`src/rtl/cpu_ctrl_if.sv`:
```
// Handshake bundle between the CPU microsequencer and its surroundings.
// The sequencer drives the control word and status through the slave modport.
interface cpu_ctrl_if;
  logic        start;
  logic [7:0]  ir_opcode;
  logic        acc_sign;
  logic [15:0] control_signals;
  logic        halted;
  logic        illegal_op;
  logic [15:0] instr_count;

  modport master (
    output start, ir_opcode, acc_sign,
    input  control_signals, halted, illegal_op, instr_count
  );

  modport slave (
    input  start, ir_opcode, acc_sign,
    output control_signals, halted, illegal_op, instr_count
  );
endinterface

```
`src/rtl/cpu_ctrl_fsm.sv`:
```
// Fetch/decode/execute microsequencer for the single-accumulator CPU.
// It emits the 16-bit datapath control word, stretches RAM reads and stops on HALT.
module cpu_ctrl_fsm #(
  parameter int unsigned MEM_WAIT = 1
) (
  input logic       clk,
  input logic       rst_n,
  cpu_ctrl_if.slave bus
);

  typedef enum logic [3:0] {
    S_IDLE, S_F0, S_F1, S_F2, S_DEC, S_JU, S_E0,
    S_ST1, S_ST2, S_RD, S_BR, S_EA, S_HLT
  } state_t;

  localparam logic [7:0] OP_STORE  = 8'h01;
  localparam logic [7:0] OP_LOAD   = 8'h02;
  localparam logic [7:0] OP_ADD    = 8'h03;
  localparam logic [7:0] OP_SUB    = 8'h04;
  localparam logic [7:0] OP_JMPGEZ = 8'h05;
  localparam logic [7:0] OP_JMP    = 8'h06;
  localparam logic [7:0] OP_HALT   = 8'h07;
  localparam logic [7:0] OP_AND    = 8'h08;
  localparam logic [7:0] OP_OR     = 8'h09;
  localparam logic [7:0] OP_NOT    = 8'h0A;
  localparam logic [7:0] OP_SHR    = 8'h0B;

  state_t      state_q, state_d;
  logic [3:0]  wait_q;
  logic        wait_done;
  logic        retire;
  logic [15:0] instr_count_q;
  logic [15:0] cw_q;
  logic        halted_q;

  function automatic logic [2:0] alu_of(input logic [7:0] op);
    case (op)
      OP_ADD:  return 3'b001;
      OP_SUB:  return 3'b010;
      OP_AND:  return 3'b011;
      OP_OR:   return 3'b100;
      OP_NOT:  return 3'b101;
      OP_SHR:  return 3'b110;
      default: return 3'b000;
    endcase
  endfunction

  function automatic logic [15:0] cw_of(input state_t s, input logic [2:0] alu);
    case (s)
      S_F0:    return 16'h0002;
      S_F1:    return 16'h0020;
      S_F2:    return 16'h0005;
      S_JU:    return 16'h0100;
      S_E0:    return 16'h0008;
      S_ST1:   return 16'h0400;
      S_ST2:   return 16'h0800;
      S_RD:    return 16'h0020;
      S_BR:    return 16'h0010;
      S_EA:    return {1'b0, alu, 12'h040};
      S_HLT:   return 16'h8000;
      default: return 16'h0000;
    endcase
  endfunction

  assign wait_done = (wait_q == 4'(MEM_WAIT));

  // NOTE: every variable gets a default at the top so no path through the case leaves it unassigned (no latch).
  always_comb begin
    state_d = state_q;
    retire  = 1'b0;
    case (state_q)
      S_IDLE: if (bus.start) state_d = S_F0;
      S_F0:   state_d = S_F1;
      S_F1:   if (wait_done) state_d = S_F2;
      S_F2:   state_d = S_DEC;
      S_DEC: begin
        case (bus.ir_opcode)
          OP_HALT: begin
            state_d = S_HLT;
            retire  = 1'b1;
          end
          OP_JMP: state_d = S_JU;
          OP_JMPGEZ: begin
            if (!bus.acc_sign) begin
              state_d = S_JU;
            end else begin
              state_d = S_F0;
              retire  = 1'b1;
            end
          end
          OP_STORE, OP_LOAD, OP_ADD, OP_SUB, OP_AND, OP_OR: state_d = S_E0;
          OP_NOT, OP_SHR: state_d = S_EA;
          default: state_d = S_F0;
        endcase
      end
      S_JU: begin
        state_d = S_F0;
        retire  = 1'b1;
      end
      S_E0:   state_d = (bus.ir_opcode == OP_STORE) ? S_ST1 : S_RD;
      S_ST1:  state_d = S_ST2;
      S_ST2: begin
        state_d = S_F0;
        retire  = 1'b1;
      end
      S_RD:   if (wait_done) state_d = S_BR;
      S_BR:   state_d = S_EA;
      S_EA: begin
        state_d = S_F0;
        retire  = 1'b1;
      end
      S_HLT:  state_d = S_HLT;
      default: state_d = S_IDLE;
    endcase
  end

  // Outputs are registered from the next state so they line up with the state they describe
  // and clear on the same asynchronous reset edge as the state itself.
  // NOTE: sequential state uses non-blocking assignments so every register samples pre-edge values.
  always_ff @(posedge clk or negedge rst_n) begin
    if (!rst_n) begin
      state_q       <= S_IDLE;
      wait_q        <= 4'd0;
      instr_count_q <= 16'd0;
      cw_q          <= 16'd0;
      halted_q      <= 1'b0;
    end else begin
      state_q  <= state_d;
      wait_q   <= ((state_q == S_F1 || state_q == S_RD) && !wait_done) ? wait_q + 4'd1 : 4'd0;
      cw_q     <= cw_of(state_d, alu_of(bus.ir_opcode));
      halted_q <= (state_d == S_HLT);
      if (retire) instr_count_q <= instr_count_q + 16'd1;
    end
  end

  // The opcode is only valid from DEC onward, so the illegal flag is decoded live in DEC.
  assign bus.illegal_op = (state_q == S_DEC) &&
                          !(bus.ir_opcode inside {[OP_STORE:OP_SHR]});
  assign bus.control_signals = cw_q;
  assign bus.halted          = halted_q;
  assign bus.instr_count     = instr_count_q;

endmodule

```
`src/flat_wrapper.sv`:
```
// flat-port wrapper written by rule: the top's interface ports become plain ports
module cpu_ctrl_fsm_flat 
#(
  parameter int unsigned MEM_WAIT = 1
)
  (clk, rst_n, bus_start, bus_ir_opcode, bus_acc_sign, bus_control_signals, bus_halted, bus_illegal_op, bus_instr_count);
  cpu_ctrl_if bus_i ();
  input logic clk;
  input logic rst_n;
  input wire logic [$bits(bus_i.start)-1:0] bus_start;
  input wire logic [$bits(bus_i.ir_opcode)-1:0] bus_ir_opcode;
  input wire logic [$bits(bus_i.acc_sign)-1:0] bus_acc_sign;
  output wire logic [$bits(bus_i.control_signals)-1:0] bus_control_signals;
  output wire logic [$bits(bus_i.halted)-1:0] bus_halted;
  output wire logic [$bits(bus_i.illegal_op)-1:0] bus_illegal_op;
  output wire logic [$bits(bus_i.instr_count)-1:0] bus_instr_count;
  assign bus_i.start = bus_start;
  assign bus_i.ir_opcode = bus_ir_opcode;
  assign bus_i.acc_sign = bus_acc_sign;
  assign bus_control_signals = bus_i.control_signals;
  assign bus_halted = bus_i.halted;
  assign bus_illegal_op = bus_i.illegal_op;
  assign bus_instr_count = bus_i.instr_count;
  cpu_ctrl_fsm #(.MEM_WAIT(MEM_WAIT)) u_core (.clk(clk), .rst_n(rst_n), .bus(bus_i));
endmodule
```
`config.mk`:
```
export PLATFORM = sky130hd
export DESIGN_NAME = cpu_ctrl_fsm_flat
export DESIGN_NICKNAME = d
export VERILOG_FILES = /design/src/rtl/cpu_ctrl_if.sv /design/src/rtl/cpu_ctrl_fsm.sv /design/src/flat_wrapper.sv
export SDC_FILE = /design/constraint.sdc
export NUM_CORES = 1
export LEC_CHECK = 0
export BUFFER_PORTS_ARGS = -buffer_cell sky130_fd_sc_hd__clkbuf_2
export CORE_MARGIN = 1.5
export CORE_UTILIZATION = 35
export DETAILED_ROUTE_END_ITERATION = 8
export GPL_ROUTABILITY_DRIVEN = 1
export MAX_ROUTING_LAYER = met4
export PLACE_DENSITY = 0.6
export RECOVER_POWER = 25
export SYNTH_ARGS = -nofsm -noshare
export SYNTH_HDL_FRONTEND = slang
export SYNTH_SLANG_ARGS = --single-unit
```
`constraint.sdc`:
```
create_clock -name clk -period 3.47 [get_ports clk]
set_clock_uncertainty 0.2 [all_clocks]
set_input_delay 0.694 -clock clk [delete_from_list [all_inputs] [get_ports clk]]
set_output_delay 0.694 -clock clk [all_outputs]
set_load 0.02 [all_outputs]
```
# After elaboration in Yosys (flattened, before gate mapping)
# Index checks and enable logic that the tools add are counted.
# Widths: inputs -> output; s select.
# word_totals
ff_bits,41
out_inout_bits,34
# op_classes
add_sub_neg,2
magnitude_cmp,2
n_eq_ne,35
muxes,13
n_reduce_logical,11
# op_table
cell,count
$pmux 16 s10,1
$pmux 4 s11,1
$eq 4x4->1 const B,10
$eq 8x3->1 const B,4
$eq 8x4->1 const B,4
$eq 4x3->1 const B,7
$mux 4,5
$pmux 4 s5,1
$pmux 3 s6,1
$add 16x1->16 const B,1
$eq 4x2->1 const B,4
$eq 8x2->1 const B,2
$eq 4x1->1 const B,3
$eq 8x1->1 const B,1
$ge 8x1->1 const B,1
$le 8x4->1 const B,1
$reduce_or 6->1,1
$add 4x1->4 const B,1
$logic_not 4->1,1
$pmux 1 s2,2
$reduce_or 2->1,2
$logic_and 1x1->1,3
$mux 3,1
$reduce_or 3->1,1
3 further kinds,4

# Logic depth before layout (Yosys ltp)
# depth
depth_word,7
mapped_depth,9

# Worst setup path before layout
# No wires, ideal clock.
# synth_timing
path_kind,input -> register
startpoint,input bus_ir_opcode[6]
endpoint,"register u_core.instr_count_q[15], in the netlist u_core.bus.instr_count[15]"
setup_time_ns,0.129
arrival_ns,2.423
required_ns,3.141
slack_ns,0.718
stages,8
n_path_buf,2
path_cell_list,or4_4 buf_6 o41ai_2 a22o_4 and4_1 buf_6 nand4_4 xnor2_2
# synth_via
elab_chain_cells,3
elab_cells_between_ends,4
# synth_rtl
element,line,source
start: declaration,flat_wrapper.sv:11,input wire logic [$bits(bus_i.ir_opcode)-1:0] bus_ir_opcode;
$eq 8x3->1,cpu_ctrl_fsm.sv:77,case (bus.ir_opcode)
$pmux 1 s2 *,cpu_ctrl_fsm.sv:77,
$pmux 1 s2 *,cpu_ctrl_fsm.sv:71,case (state_q)
end signal: assignment,cpu_ctrl_fsm.sv:132,if (retire) instr_count_q <= instr_count_q + 16'd1;
end: declaration,cpu_ctrl_fsm.sv:32,logic [15:0] instr_count_q;
# Every way passes the cells marked *; elsewhere a longest branch is shown, timed or not.
# A chain may end at the register's enable or synchronous reset.

# Final worst setup path
# layout_timing
startpoint,register u_core.state_q[3]
endpoint,"register u_core.cw_q[13], in the netlist u_core.bus.control_signals[13]"
# layout_via
elab_chain_cells,6
elab_cells_between_ends,31
# layout_rtl
element,line,source
start: declaration,cpu_ctrl_fsm.sv:28,"state_t state_q, state_d;"
start signal: assignment,cpu_ctrl_fsm.sv:128,state_q <= state_d;
$eq 4x3->1 / $eq 4x4->1 (equally long branches),cpu_ctrl_fsm.sv:71,
$reduce_or 3->1 (no line),--,
$pmux 4 s11 *,cpu_ctrl_fsm.sv:71,
named net u_core.state_d[3],cpu_ctrl_fsm.sv:28,
$eq 4x2->1 / $eq 4x4->1 (equally long branches),cpu_ctrl_fsm.sv:49,case (s)
$reduce_or 2->1 (no line),--,
$pmux 16 s10 *,cpu_ctrl_fsm.sv:49,
end signal: assignment,cpu_ctrl_fsm.sv:130,"cw_q <= cw_of(state_d, alu_of(bus.ir_opcode));"
end: declaration,cpu_ctrl_fsm.sv:33,logic [15:0] cw_q;
# Mark *: on every way through the listed nets, which the timed path passes. The rest lies on a longest branch.

==> impl_metrics.tcl <==
set metrics [dict create \
    run_status "complete, but fails checks" \
    violations "capacitance limit, slew limit" \
    ctsResizeCount 0 \
    synth.ff_latch_count 38 \
    grt_most_used_layer "met2" \
    synth_mux_area_frac 0.00581 \
    grt_setup_unrepaired "false" \
    largest_family_of_logic_cells_by_synthesized_area "simple AND/OR/NAND/NOR gates" \
    switching_share 0.394 \
    timing.hold.worst.class "reg2reg" \
    die_w_um 77.4 \
    critPathKind "reg2reg" \
    avgRoutedWirePerCell_um 12.9 \
    p_leak_nw 1.10 \
    max_slew_margin -0.282 \
    transition_time_at_the_pin_with_the_least_slew_margin_ps 1920 \
    setup-tns-final_ps 0 \
    synth.top_cells.by_area "sky130_fd_sc_hd__dfrtp_1 49%, sky130_fd_sc_hd__xnor2_1 6.3%, sky130_fd_sc_hd__nand2_1 2.3%, sky130_fd_sc_hd__nor2_1 2.3%, sky130_fd_sc_hd__and3_1 2.3%" \
    ys_top_cells_by_count "38 x sky130_fd_sc_hd__dfrtp_1, 14 x sky130_fd_sc_hd__xnor2_1, 12 x sky130_fd_sc_hd__nand2_1, 12 x sky130_fd_sc_hd__nor2_1, 9 x sky130_fd_sc_hd__clkbuf_1" \
    drt_first_iter_violations 107 \
    cts_post_setup_buffers_inserted 0 \
    layout_min_cycle_time_ps 2840 \
    postSynth.asyncResetShare 1.00 \
    hold_vio_cnt_final 0 \
    design.die.area_mm2 0.00599 \
    irDropWorstVdd_mv 0.316 \
    power_density_mw_per_mm2 665 \
    drv_slew 39 \
    clock_path_buffers 2 \
    gp_weighted_congestion 0.819 \
    grt-ovfl-total 0 \
    synth_seq_area_share 0.491 \
    final_layout_size_suffix_gt1_frac 0.270 \
    global_route.usage.met1 0.192 \
    detail_route.drc_violations 0 \
    switching_power_uw 590 \
    synth-xor-area-share 0.0897 \
    initial_utilization 0.370 \
    synth_area_leader_cell "sky130_fd_sc_hd__dfrtp_1" \
    vias_per_cell 4.97 \
    antenna-diode-count 0 \
    cts_tree "built" \
    share_comb_of_total_power 0.374 \
    hold_depth 1 \
    post_synth_inst_count 184 \
    dp_hpwl_mm 2.61 \
    synth_cell_type_count 52 \
    worstSkewPairLatency_ps 290 \
    global_route_wire_length_before_repair_mm 6.56 \
    critical_path_peak_fanout 12 \
    startpoint_type "register" \
    avgSynthCellArea_um2 10.5 \
    1st_pass_router_iterations 4 \
    cp_data_required_time_ps 3470 \
    p_seq_frac 0.418 \
    ys_dominant_reg_cell "sky130_fd_sc_hd__dfrtp_1" \
    max_cap_violations 1 \
    post_cts_hold_buffer_count 0 \
    yosysMostFrequentCell "sky130_fd_sc_hd__dfrtp_1" \
    synth_enable_flop_cells 0 \
    cts_inserted_buffers 5 \
    area.growth.synth_to_final_pct 16.4 \
    number_of_antenna_violations_at_the_first_check_in_global_routing 0 \
    critical_path_arrival_ps 2840 \
    grt_max_degree 39 \
    setup_viol 0 \
    cp-end-kind "register" \
    grt_use_met2 0.207 \
    vias 1451 \
    yosys_warnings 0 \
    setup_slack_ps 626 \
    worst_setup_hold_path_clk_slew_ps 80 \
    cts_htree_levels 2 \
    route.final.wire_length_mm 3.76 \
    io_buffers 43 \
    coreArea_mm2 0.00524 \
    gr-usage-all-layers 0.140 \
    synth-adder-area-share 0.0194 \
    yosysTopAreaCellShare 0.491 \
    max_frequency_ghz 0.352 \
    cts_root_buffer "sky130_fd_sc_hd__clkbuf_8" \
    global_route.usage.met3 0.0259 \
    post-route-period-util 0.820 \
    share_of_synthesized_cell_area_in_and_or_nand_and_nor_gates 0.230 \
    ant_nets 0 \
    placementRows 26 \
    synth_compound_gate_area_share 0.108 \
    internal_power_uw 909 \
    chipHeight_um 77.4 \
    top_level_ports 46 \
    clock_sink_count 38 \
    synthesized_area_mm2 0.00194 \
    worst-r2r-cell-count 6 \
    first_global_vias 1386 \
    dp_worst_setup_slack_ps 470 \
    nets 236 \
    share_clk_of_total_power 0.208 \
]
-- per-stage QoR --
step	cells	instance area (um^2)	power, mW	hold WS [ps]	util
final	292	2260	1.50	289	0.431
after CTS	292	2260	1.51	297	0.431
after detailed placement	284	2170	1.20	283	0.414
after global routing	292	2260	1.60	322	0.431
after global placement	284	2170	1.19	278	0.414
after floorplan	185	1940	1.03	198	-
-- power by group through the flow --
stage / registers (mW) / logic, mW / clock network (mW)
floorplan: 0.620 / 0.414 / 0
global placement: 0.634 / 0.556 / 0
detailed placement: 0.634 / 0.562 / 0
CTS: 0.625 / 0.565 / 0.321
global route: 0.641 / 0.619 / 0.342
finish: 0.626 / 0.561 / 0.312
-- final timing paths --
check | from | endpoint | slack (ps)
max in group asynchronous | rst_n | u_core.wait_q[0]$_DFF_PN0_ | 1230
worst max-delay path | u_core.state_q[3]$_DFF_PN0_ | u_core.bus.control_signals[13]$_DFF_PN0_ | 630
worst max register to register | u_core.state_q[3]$_DFF_PN0_ | u_core.bus.control_signals[13]$_DFF_PN0_ | 630
worst min register to register | u_core.bus.instr_count[12]$_DFFE_PN0P_ | u_core.bus.instr_count[12]$_DFFE_PN0P_ | 290
min in group asynchronous | rst_n | u_core.bus.control_signals[11]$_DFF_PN0_ | 740
worst min-delay path | u_core.bus.instr_count[12]$_DFFE_PN0P_ | u_core.bus.instr_count[12]$_DFFE_PN0P_ | 290
-- kinds of logic after synthesis --
kind of cell,after synthesis
xor+xnor,19
fa+ha+maj,3
simple gates,74
mux,1
other cells,1
flops,38
buf+inv,20
compound gates,28
-- per-layer routing --
layer	wire (um)	up-vias
li1	-	716
met1	1840	695
met2	1760	35
met3	128	5
met4	26	0
met5	0	-
-- final cells by class --
type                    count  area [um^2]
inverters                   5         18.8
repair buffers             44          221
well taps                  70         87.6
multi-input cells         127          886
clock inverters             1         5.00
fillers                   531         2980
flip-flops and latches     38          951
clock buffers               7         86.3
-- critical path, stage by stage (launching register included) --
cell and delay, ps:
sky130_fd_sc_hd__dfrtp_1 510, sky130_fd_sc_hd__or4b_1 660, sky130_fd_sc_hd__a2111oi_0 520, sky130_fd_sc_hd__a211o_2 250, sky130_fd_sc_hd__nand2_1 90, sky130_fd_sc_hd__nor3_1 280
sky130_fd_sc_hd__a21boi_0 250
-- layout by cell type (no fill, tap or decap), types with 2 or more instances in the layout --
| cell type | n |
|---|---|
| sky130_fd_sc_hd__o311a_1 | 2 |
| sky130_fd_sc_hd__o22ai_1 | 2 |
| sky130_fd_sc_hd__and3_1 | 7 |
| sky130_fd_sc_hd__and4_1 | 2 |
| sky130_fd_sc_hd__o21ai_0 | 5 |
| sky130_fd_sc_hd__nor2_1 | 12 |
| sky130_fd_sc_hd__inv_1 | 5 |
| sky130_fd_sc_hd__nor3_1 | 2 |
| sky130_fd_sc_hd__nand2_1 | 12 |
| sky130_fd_sc_hd__nand3b_1 | 2 |
| sky130_fd_sc_hd__nand3_1 | 8 |
| sky130_fd_sc_hd__a31oi_1 | 2 |
| sky130_fd_sc_hd__xor2_1 | 4 |
| sky130_fd_sc_hd__clkbuf_2 | 42 |
| sky130_fd_sc_hd__a21oi_1 | 6 |
| sky130_fd_sc_hd__xnor2_1 | 14 |
| sky130_fd_sc_hd__nor4_1 | 4 |
| sky130_fd_sc_hd__clkbuf_1 | 2 |
| sky130_fd_sc_hd__conb_1 | 2 |
| sky130_fd_sc_hd__clkbuf_8 | 6 |
| sky130_fd_sc_hd__and2_1 | 2 |
| sky130_fd_sc_hd__dfrtp_1 | 38 |
| sky130_fd_sc_hd__ha_1 | 3 |
| sky130_fd_sc_hd__nor4b_1 | 2 |
| sky130_fd_sc_hd__nor2b_1 | 4 |
| sky130_fd_sc_hd__nand2b_1 | 4 |
-- sequential cells by signal (all words and copies together), names as in the netlist --
name                        cells
u_core.bus.instr_count         16
u_core.bus.control_signals     13
u_core.state_q                  4
u_core.wait_q                   4
u_core.bus.halted               1
(Power assumes the default switching activity.)
